**src/rtl/fir_pkg.sv**
```systemverilog
// rtl/fir_pkg.sv - shared types and default coefficient table for the serial-MAC FIR.
package fir_pkg;

  typedef enum logic [1:0] {IDLE, MAC, OUT} state_t;

  localparam int DEFAULT_TAPS = 16;

  // Half of a 31-tap symmetric low-pass; entry 15 is the centre tap (gain 1028/1024).
  localparam logic signed [7:0] FIR_DEFAULT_COEF [DEFAULT_TAPS] = '{
    8'sd3,  8'sd4,  8'sd6,  8'sd8,  8'sd12, 8'sd17, 8'sd23, 8'sd29,
    8'sd36, 8'sd43, 8'sd50, 8'sd56, 8'sd61, 8'sd65, 8'sd67, 8'sd68
  };

  function automatic int default_coef(input int k);
    logic [3:0] idx;
    idx = k[3:0];
    return (k < DEFAULT_TAPS) ? int'(FIR_DEFAULT_COEF[idx]) : 0;
  endfunction

endpackage

```
**src/rtl/fir_delay_line.sv**
```systemverilog
// rtl/fir_delay_line.sv - circular sample history with one write port and two async read ports.
module fir_delay_line #(
  parameter int DATA_W = 10,
  parameter int NTAPS  = 31
) (
  input  logic                     clk,
  input  logic                     reset,
  input  logic                     clear,
  input  logic                     we,
  input  logic [$clog2(NTAPS)-1:0] waddr,
  input  logic [DATA_W-1:0]        wdata,
  input  logic [$clog2(NTAPS)-1:0] raddr_a,
  input  logic [$clog2(NTAPS)-1:0] raddr_b,
  output logic [DATA_W-1:0]        rdata_a,
  output logic [DATA_W-1:0]        rdata_b
);

  logic [DATA_W-1:0] mem [NTAPS];

  always_ff @(posedge clk or posedge reset) begin
    if (reset) begin
      for (int i = 0; i < NTAPS; i++) mem[i] <= '0;
    end else if (clear) begin
      for (int i = 0; i < NTAPS; i++) mem[i] <= '0;
    end else if (we) begin
      mem[waddr] <= wdata;
    end
  end

  assign rdata_a = mem[raddr_a];
  assign rdata_b = mem[raddr_b];

endmodule

```
**src/rtl/fir_serial_mac.sv**
```systemverilog
// rtl/fir_serial_mac.sv - symmetric odd-length FIR, one tap pair per clock through a single multiplier.
module fir_serial_mac
  import fir_pkg::*;
#(
  parameter int DATA_W = 10,
  parameter int COEF_W = 8,
  parameter int NTAPS  = 31,
  parameter int SHIFT  = 10,
  parameter int OUT_W  = 10
) (
  input  logic                            clk,
  input  logic                            reset,
  input  logic                            clear,
  input  logic                            in_valid,
  output logic                            in_ready,
  input  logic [DATA_W-1:0]               in_data,
  output logic                            out_valid,
  input  logic                            out_ready,
  output logic [OUT_W-1:0]                out_data,
  input  logic                            coef_we,
  input  logic [$clog2((NTAPS+1)/2)-1:0]  coef_addr,
  input  logic [COEF_W-1:0]               coef_data,
  output logic                            coef_err,
  output logic                            busy
);

  localparam int HALF   = (NTAPS + 1) / 2;
  localparam int KW     = $clog2(HALF);
  localparam int PTR_W  = $clog2(NTAPS);
  localparam int ACC_W  = DATA_W + 1 + COEF_W + KW + 1;
  localparam int PROD_W = COEF_W + DATA_W + 2;
  localparam logic signed [ACC_W-1:0] OUT_MAX = ACC_W'((1 << OUT_W) - 1);

  state_t                   state;
  logic [PTR_W-1:0]         wr_ptr;
  logic [KW-1:0]            k;
  logic signed [ACC_W-1:0]  acc;
  logic signed [COEF_W-1:0] coef [HALF];

  logic [PTR_W-1:0]         raddr_a, raddr_b;
  logic [DATA_W-1:0]        x_a, x_b;
  logic                     centre, accept, coef_ok;
  logic [DATA_W:0]          pair;
  logic signed [PROD_W-1:0] prod;
  logic signed [ACC_W-1:0]  acc_next, shifted;
  logic [OUT_W-1:0]         sat_val;
  int                       ia, ib;

  assign accept  = (state == IDLE) && in_valid;
  assign centre  = (k == KW'(HALF - 1));
  assign coef_ok = (state == IDLE) && ({1'b0, coef_addr} < (KW+1)'(HALF));

  fir_delay_line #(.DATA_W(DATA_W), .NTAPS(NTAPS)) u_delay (
    .clk     (clk),
    .reset   (reset),
    .clear   (clear),
    .we      (accept && !clear),
    .waddr   (wr_ptr),
    .wdata   (in_data),
    .raddr_a (raddr_a),
    .raddr_b (raddr_b),
    .rdata_a (x_a),
    .rdata_b (x_b)
  );

  // During MAC wr_ptr already points past the newest sample: a = x[n-k], b = x[n-(NTAPS-1-k)].
  always_comb begin
    ia = int'(wr_ptr) + NTAPS - 1 - int'(k);
    if (ia >= NTAPS) ia = ia - NTAPS;
    ib = int'(wr_ptr) + int'(k);
    if (ib >= NTAPS) ib = ib - NTAPS;
    raddr_a = PTR_W'(ia);
    raddr_b = PTR_W'(ib);
  end

  always_comb begin
    pair     = centre ? {1'b0, x_a} : ({1'b0, x_a} + {1'b0, x_b});
    prod     = PROD_W'(coef[k]) * PROD_W'($signed({1'b0, pair}));
    acc_next = acc + ACC_W'(prod);
    shifted  = acc_next >>> SHIFT;
    if (shifted < 0)
      sat_val = '0;
    else if (shifted > OUT_MAX)
      sat_val = '1;
    else
      sat_val = shifted[OUT_W-1:0];
  end

  // Coefficient bank survives clear; a clear cycle swallows any concurrent write.
  always_ff @(posedge clk or posedge reset) begin
    if (reset) begin
      for (int i = 0; i < HALF; i++) coef[i] <= COEF_W'(default_coef(i));
      coef_err <= 1'b0;
    end else begin
      coef_err <= 1'b0;
      if (coef_we && !clear) begin
        if (coef_ok) coef[coef_addr] <= coef_data;
        else         coef_err        <= 1'b1;
      end
    end
  end

  always_ff @(posedge clk or posedge reset) begin
    if (reset) begin
      state     <= IDLE;
      wr_ptr    <= '0;
      k         <= '0;
      acc       <= '0;
      out_valid <= 1'b0;
      out_data  <= '0;
      in_ready  <= 1'b1;
      busy      <= 1'b0;
    end else if (clear) begin
      state     <= IDLE;
      wr_ptr    <= '0;
      k         <= '0;
      acc       <= '0;
      out_valid <= 1'b0;
      out_data  <= '0;
      in_ready  <= 1'b1;
      busy      <= 1'b0;
    end else begin
      case (state)
        IDLE: begin
          if (in_valid) begin
            wr_ptr   <= (wr_ptr == PTR_W'(NTAPS - 1)) ? '0 : wr_ptr + 1'b1;
            acc      <= '0;
            k        <= '0;
            state    <= MAC;
            in_ready <= 1'b0;
            busy     <= 1'b1;
          end
        end
        MAC: begin
          acc <= acc_next;
          if (centre) begin
            state     <= OUT;
            out_valid <= 1'b1;
            out_data  <= sat_val;
          end else begin
            k <= k + 1'b1;
          end
        end
        OUT: begin
          if (out_ready) begin
            state     <= IDLE;
            out_valid <= 1'b0;
            in_ready  <= 1'b1;
            busy      <= 1'b0;
          end
        end
        default: state <= IDLE;
      endcase
    end
  end

endmodule

```
**config.mk**
```make
export PLATFORM = sky130hd
export DESIGN_NAME = fir_serial_mac
export DESIGN_NICKNAME = d
export VERILOG_FILES = /design/src/rtl/fir_pkg.sv /design/src/rtl/fir_delay_line.sv /design/src/rtl/fir_serial_mac.sv
export SDC_FILE = /design/constraint.sdc
export NUM_CORES = 2
export LEC_CHECK = 0
export BUFFER_PORTS_ARGS = -buffer_cell sky130_fd_sc_hd__buf_2
export CORE_MARGIN = 3
export CORE_UTILIZATION = 30
export DETAILED_ROUTE_END_ITERATION = 16
export PLACE_DENSITY = 0.53
export SLEW_MARGIN = 15
export SYNTH_ARGS = -nofsm -noshare
export SYNTH_HDL_FRONTEND = slang
export SYNTH_HIERARCHICAL = 1
export SYNTH_SLANG_ARGS = --single-unit
```
**constraint.sdc**
```tcl
create_clock -name clk -period 14.4 [get_ports clk]
set_input_delay 2.88 -clock clk [delete_from_list [all_inputs] [get_ports clk]]
set_output_delay 2.88 -clock clk [all_outputs]
set_load 0.01 [all_outputs]
```
======== After elaboration in Yosys (flattened, before gate mapping) ========
Index checks and enable logic that the tools add are counted.
storage, ports and cells
  register bits after elaboration ......... 487
  input bits .............................. 28
operators by class
  multiply operators ...................... 1
  $add $sub $neg .......................... 10
  $lt $le $gt $ge ......................... 11
  bitwise operators ....................... 5
  equality and inequality tests ........... 8
  muxes and demuxes ....................... 54
  reduce and logical (&&, ||, !) cells .... 23
operators by type and width
  operator                                                                            count
  310-bit 2-to-1 mux                                                                  2
  310-bit bitwise mux                                                                 1
  128-bit bitwise mux                                                                 1
  10-bit binary-select mux with 5-bit select                                          2
  10-bit 2-to-1 mux                                                                   10
  10-bit demux with 5-bit select                                                      1
  24-bit 2-to-1 mux                                                                   2
  24-bit case mux with 2 select lines                                                 1
  8-bit binary-select mux with 4-bit select                                           1
  8-bit demux with 4-bit select                                                       1
  5-bit 2-to-1 mux                                                                    6
  24-bit by 20-bit adder with 24-bit output                                           1
  8-bit 2-to-1 mux                                                                    3
  8-bit by 12-bit multiplier with 20-bit output                                       1
  6-bit greater-or-equal comparator (second input constant)                           3
  5-bit inverter with 6-bit output                                                    3
  14-bit by 11-bit greater-than comparator with 1-bit output (second input constant)  1
  14-bit by 1-bit less-than comparator with 1-bit output (second input constant)      1
  4-bit 2-to-1 mux                                                                    3
  3-bit != test (second input constant)                                               4
  3-bit AND reduction                                                                 4
  10-bit by 10-bit adder with 11-bit output                                           1
  11-bit 2-to-1 mux                                                                   1
  5-bit greater-or-equal comparator (second input constant)                           2
  other kinds (28)                                                                    56

======== Depth between registers and ports, before layout ========
  depth after elaboration ................. 19
  gate-level depth with buffers ........... 47

======== Modules after synthesis ========
Netlist, hierarchy kept.
by module, submodules not included
  module          seq. area each (um^2)  area each (um^2)  cells an instance  instances
  fir_delay_line  7,757.4                17,919.7          1,891              1
  fir_serial_mac  4,483.0                12,670.9          1,123              1

======== Worst setup path after synthesis ========
Ideal clock, no wire load.
  path kind ............................... reg2reg
  start point ............................. reg wr_ptr[1]
  end point ............................... reg out_data[1]
  buffers on the path ..................... 2
  cell stages (with the launch flop) ...... 44
  arrival ................................. 10.364 ns
  setup slack ............................. 3.911 ns
  cell sequence ........................... dfrtp_1 > inv_1 > ha_1 > inv_1 > ha_1 > o21ai_0 > a21boi_1 > or3_1 > a21oi_1 > nor3_1 > a311oi_1 > mux2_2 > buf_4 > buf_2 > mux2_2 > o21ai_0 > a221o_1 > a21oi_1 > (+8 left out) > mux2i_1 > nand2b_1 > fa_1 > inv_1 > fa_1 > fa_1 > fa_1 > fa_1 > ha_1 > o211ai_2 > a21oi_2 > o311a_4 > a311oi_4 > o311ai_2 > nor4_2 > o31ai_4 > nor2b_1 > o21ai_1
RTL lines
  element                 line                   RTL
  start, declared         fir_serial_mac.sv:35   logic [PTR_W-1:0] wr_ptr;
  start signal, assigned  fir_serial_mac.sv:126  wr_ptr <= (wr_ptr == PTR_W'(NTAPS - 1)) ? '0 : wr_ptr + 1'b1;
  end signal, assigned    fir_serial_mac.sv:139  out_data <= sat_val;
  end, declared           fir_serial_mac.sv:19   output logic [OUT_W-1:0] out_data,

==> out/metrics.yaml <==
layout:
  drive_gt1_share_pct: 19.3
  post-route-util_pct: 33.7
  antenna_cells: 0
  layout.nets: 3124
  area_delta_synth_final_pct: 10.7
floorplan:
  fp.coreArea_um2: 101000
  pin_count: 42
  chipWidth_um: 325
  die-area_um2: 106000
  die_h_um: 325
  row_count: 116
  start_util_pct: 30.4
clock_network:
  cts_hold_buf: 0
  post-cts-setup-buffers: 0
  cts-root-buf: "clkbuf_16"
  cts.path.max_buffers: 3
  clkSinkCount: 487
  cts_tree: "built"
  cts_made_buffers: 56
  htreeDepth: 2
  cts_resized: 0
  path_clk_slew_ns: 0.06
  clock_latency_ns: 0.64
pwr:
  power_density_nw_per_um2: 155
  power.leakage_nw: 13.9
  max-vdd-ir-drop_mv: 0.154
route:
  final_antenna_net_count: 0
  dr.first_iter.drc_count: 2390
  drc_errors: 0
  dr.pass1.iters: 5
  routedWlPerCell_um: 23.0
  num_vias: 24000
  vias_per_cell: 5.54
  drt-total-wl_um: 99400
synth:
  yosysSeqAreaShare_pct: 40.0
  synthCells: 3014
  synth.top_cell.area_share_pct: 36.3
  yosysMostFrequentCell: "dfrtp_1"
  synth_commonest_cells: "dfrtp_1, nand2_1, a21oi_1"
  yosys-top-cells-area: "dfrtp_1, mux4_2, a21oi_1"
  synth_top_cell_by_area: "dfrtp_1"
  ys_seq_elements: 487
  synth_nets: 3212
  synth_edf_count: 0
  yosysUniqueCellTypes: 79
  syn_area_um2: 30600
  ys_warn_count: 6
  avgSynthCellArea_um2: 10.1
  async_flop_share_pct: 100
  ys.flop_type: "dfrtp_1"
global_route:
  grt_usage_pct: 18.4
  globalRouteOverflowTotal: 0
  antenna_found_initial: 0
  grt_pass1_wl_um: 152000
  grt_max_degree: 205
  grt_pass1_vias: 23400
setup_path:
  reg2reg_to: "out_data[0]"
  worstReg2RegStart: "k[1]"
  crit_path_max_incr_delay_ns: 1.03
  cp.required_ns: 14.96
  critPathLaunch: "k[1]"
  end_kind: "flop"
  endpoint: "out_data[0]"
  setup.worst_path.class: "flop to flop"
  crit_top_cell: "fa_1"
  slowest_stage: "dfrtp_2"
  worst_ep_arrival_time_ns: 13.30
  reg2reg_slack_ns: 1.66
  worstSetupStartpointType: "flop"
  reg2regPathDepth: 41
  crit_fanout: 34
timing:
  max_freq_ghz: 0.0785
  tightestPinTransition_ns: 1.18
  hold_ws_ns: 0.488
  clock_skew_ns: 0.0218
  maxSlewHeadroom_pct: 21.5
  min_period_over_period_pct: 88.5
  finalHoldViolCount: 0
  finalSetupViolations: 0
  setup_tns_ns: 0
  final-max-slew-violation-count: 0
  grt_setup_unrepaired: "no"
  fin_crit_ns: 12.74
job:
  drv_cap: 0
worst_hold_path:
  min_path_type: "flop to flop"
placed_design:
  gp_congestion: 0.927
  io_buffers: 41
  dp_hpwl_um: 64900
run_status:
  run_status: "finished, final reports clean"
[worst min path at each step]
| stage | startpoint | end | slack, ns | depth (start not counted) |
|---|---|---|---|---|
| after floorplan | acc[5] | acc[5] | 0.45 | 2 |
| after global placement | acc[8] | acc[8] | 0.47 | 2 |
| after detailed placement | acc[7] | acc[7] | 0.48 | 2 |
| after CTS | acc[8] | acc[8] | 0.49 | 2 |
| after global routing | coef[59] | coef[59] | 0.51 | 1 |
| final | acc[20] | acc[20] | 0.49 | 2 |
[sequential cells by signal, indices dropped and copies added (netlist names), 2 cells and up]
name / cells
k: 4
u_delay/mem: 310
coef: 128
state: 2
wr_ptr: 5
out_data: 10
acc: 24
[layout by cell type, fill, tap and decap left out, types with 13 or more instances in the layout]
| cell type | n |
|---|---|
| nor2_1 | 120 |
| buf_4 | 50 |
| xor2_1 | 17 |
| o21ai_1 | 15 |
| mux2_2 | 152 |
| inv_1 | 101 |
| o221ai_1 | 19 |
| dfstp_2 | 43 |
| nand2b_1 | 30 |
| dfrtp_1 | 442 |
| a22oi_1 | 44 |
| a22o_1 | 16 |
| mux4_2 | 134 |
| fa_1 | 75 |
| clkbuf_16 | 57 |
| nand2_1 | 414 |
| mux2i_1 | 80 |
| nand3_1 | 192 |
| xnor2_1 | 22 |
| nor2b_1 | 24 |
| clkbuf_1 | 13 |
| o21ai_0 | 193 |
| buf_2 | 40 |
| clkbuf_8 | 13 |
| a21oi_1 | 363 |
| ha_1 | 95 |
[logic make-up after synthesis]
family                     synth area share [%]
AOI/OAI and AO/OA                          13.8
xor gates and xnor gates                   1.23
adders and majority gates                  8.79
buffers and inverters                      4.69
DFF                                        40.0
muxes                                      18.5
and+or+nand+nor                            12.9
[stage by stage]
stage	std cells	power [W]	area (um^2)	worst slack, ns
global placement	4225	0.00377	32000	1.97
global route	4328	0.00563	33900	0.739
finish	4328	0.00524	33900	1.66
floorplan	3014	0.00321	30600	2.95
CTS	4328	0.00529	33900	1.67
detailed placement	4225	0.00377	32000	1.73
[area by class of cell]
cell class / count / area (um^2)
clock inverter: 20 / 238
timing repair buffer: 93 / 631
multi-input combinational: 2185 / 17000
inverter: 103 / 399
tap: 1357 / 1700
fill: 10100 / 66700
sequential: 487 / 12200
clock buffer: 83 / 1650
[critical path, delay by kind of cell (launching register included)]
kind,cells,cell delay [ns]
xor+xnor,1,0.09
flops,1,1.03
buf+inv,4,1.05
fa+ha+maj,9,3.69
mux,3,1.58
simple gates,8,1.30
compound gates,16,3.89
[report_power, final]
part / switching [W] / internal, W
combinational: 0.00136 / 0.000887
clock: 0.000613 / 0.000867
sequential: 0.0000466 / 0.00147
[metal layers]
| layer | GRT usage [%] | vias to the layer above | part of all wire, % |
|---|---|---|---|
| li1 | - | 10600 | - |
| met1 | 25.9 | 12400 | 44 |
| met2 | 28.9 | 830 | 46 |
| met3 | 2.88 | 165 | 6.6 |
| met4 | 6.04 | 0 | 3.4 |
| met5 | 0 | - | 0 |
No activity file was read; power rests on OpenSTA's default activity.
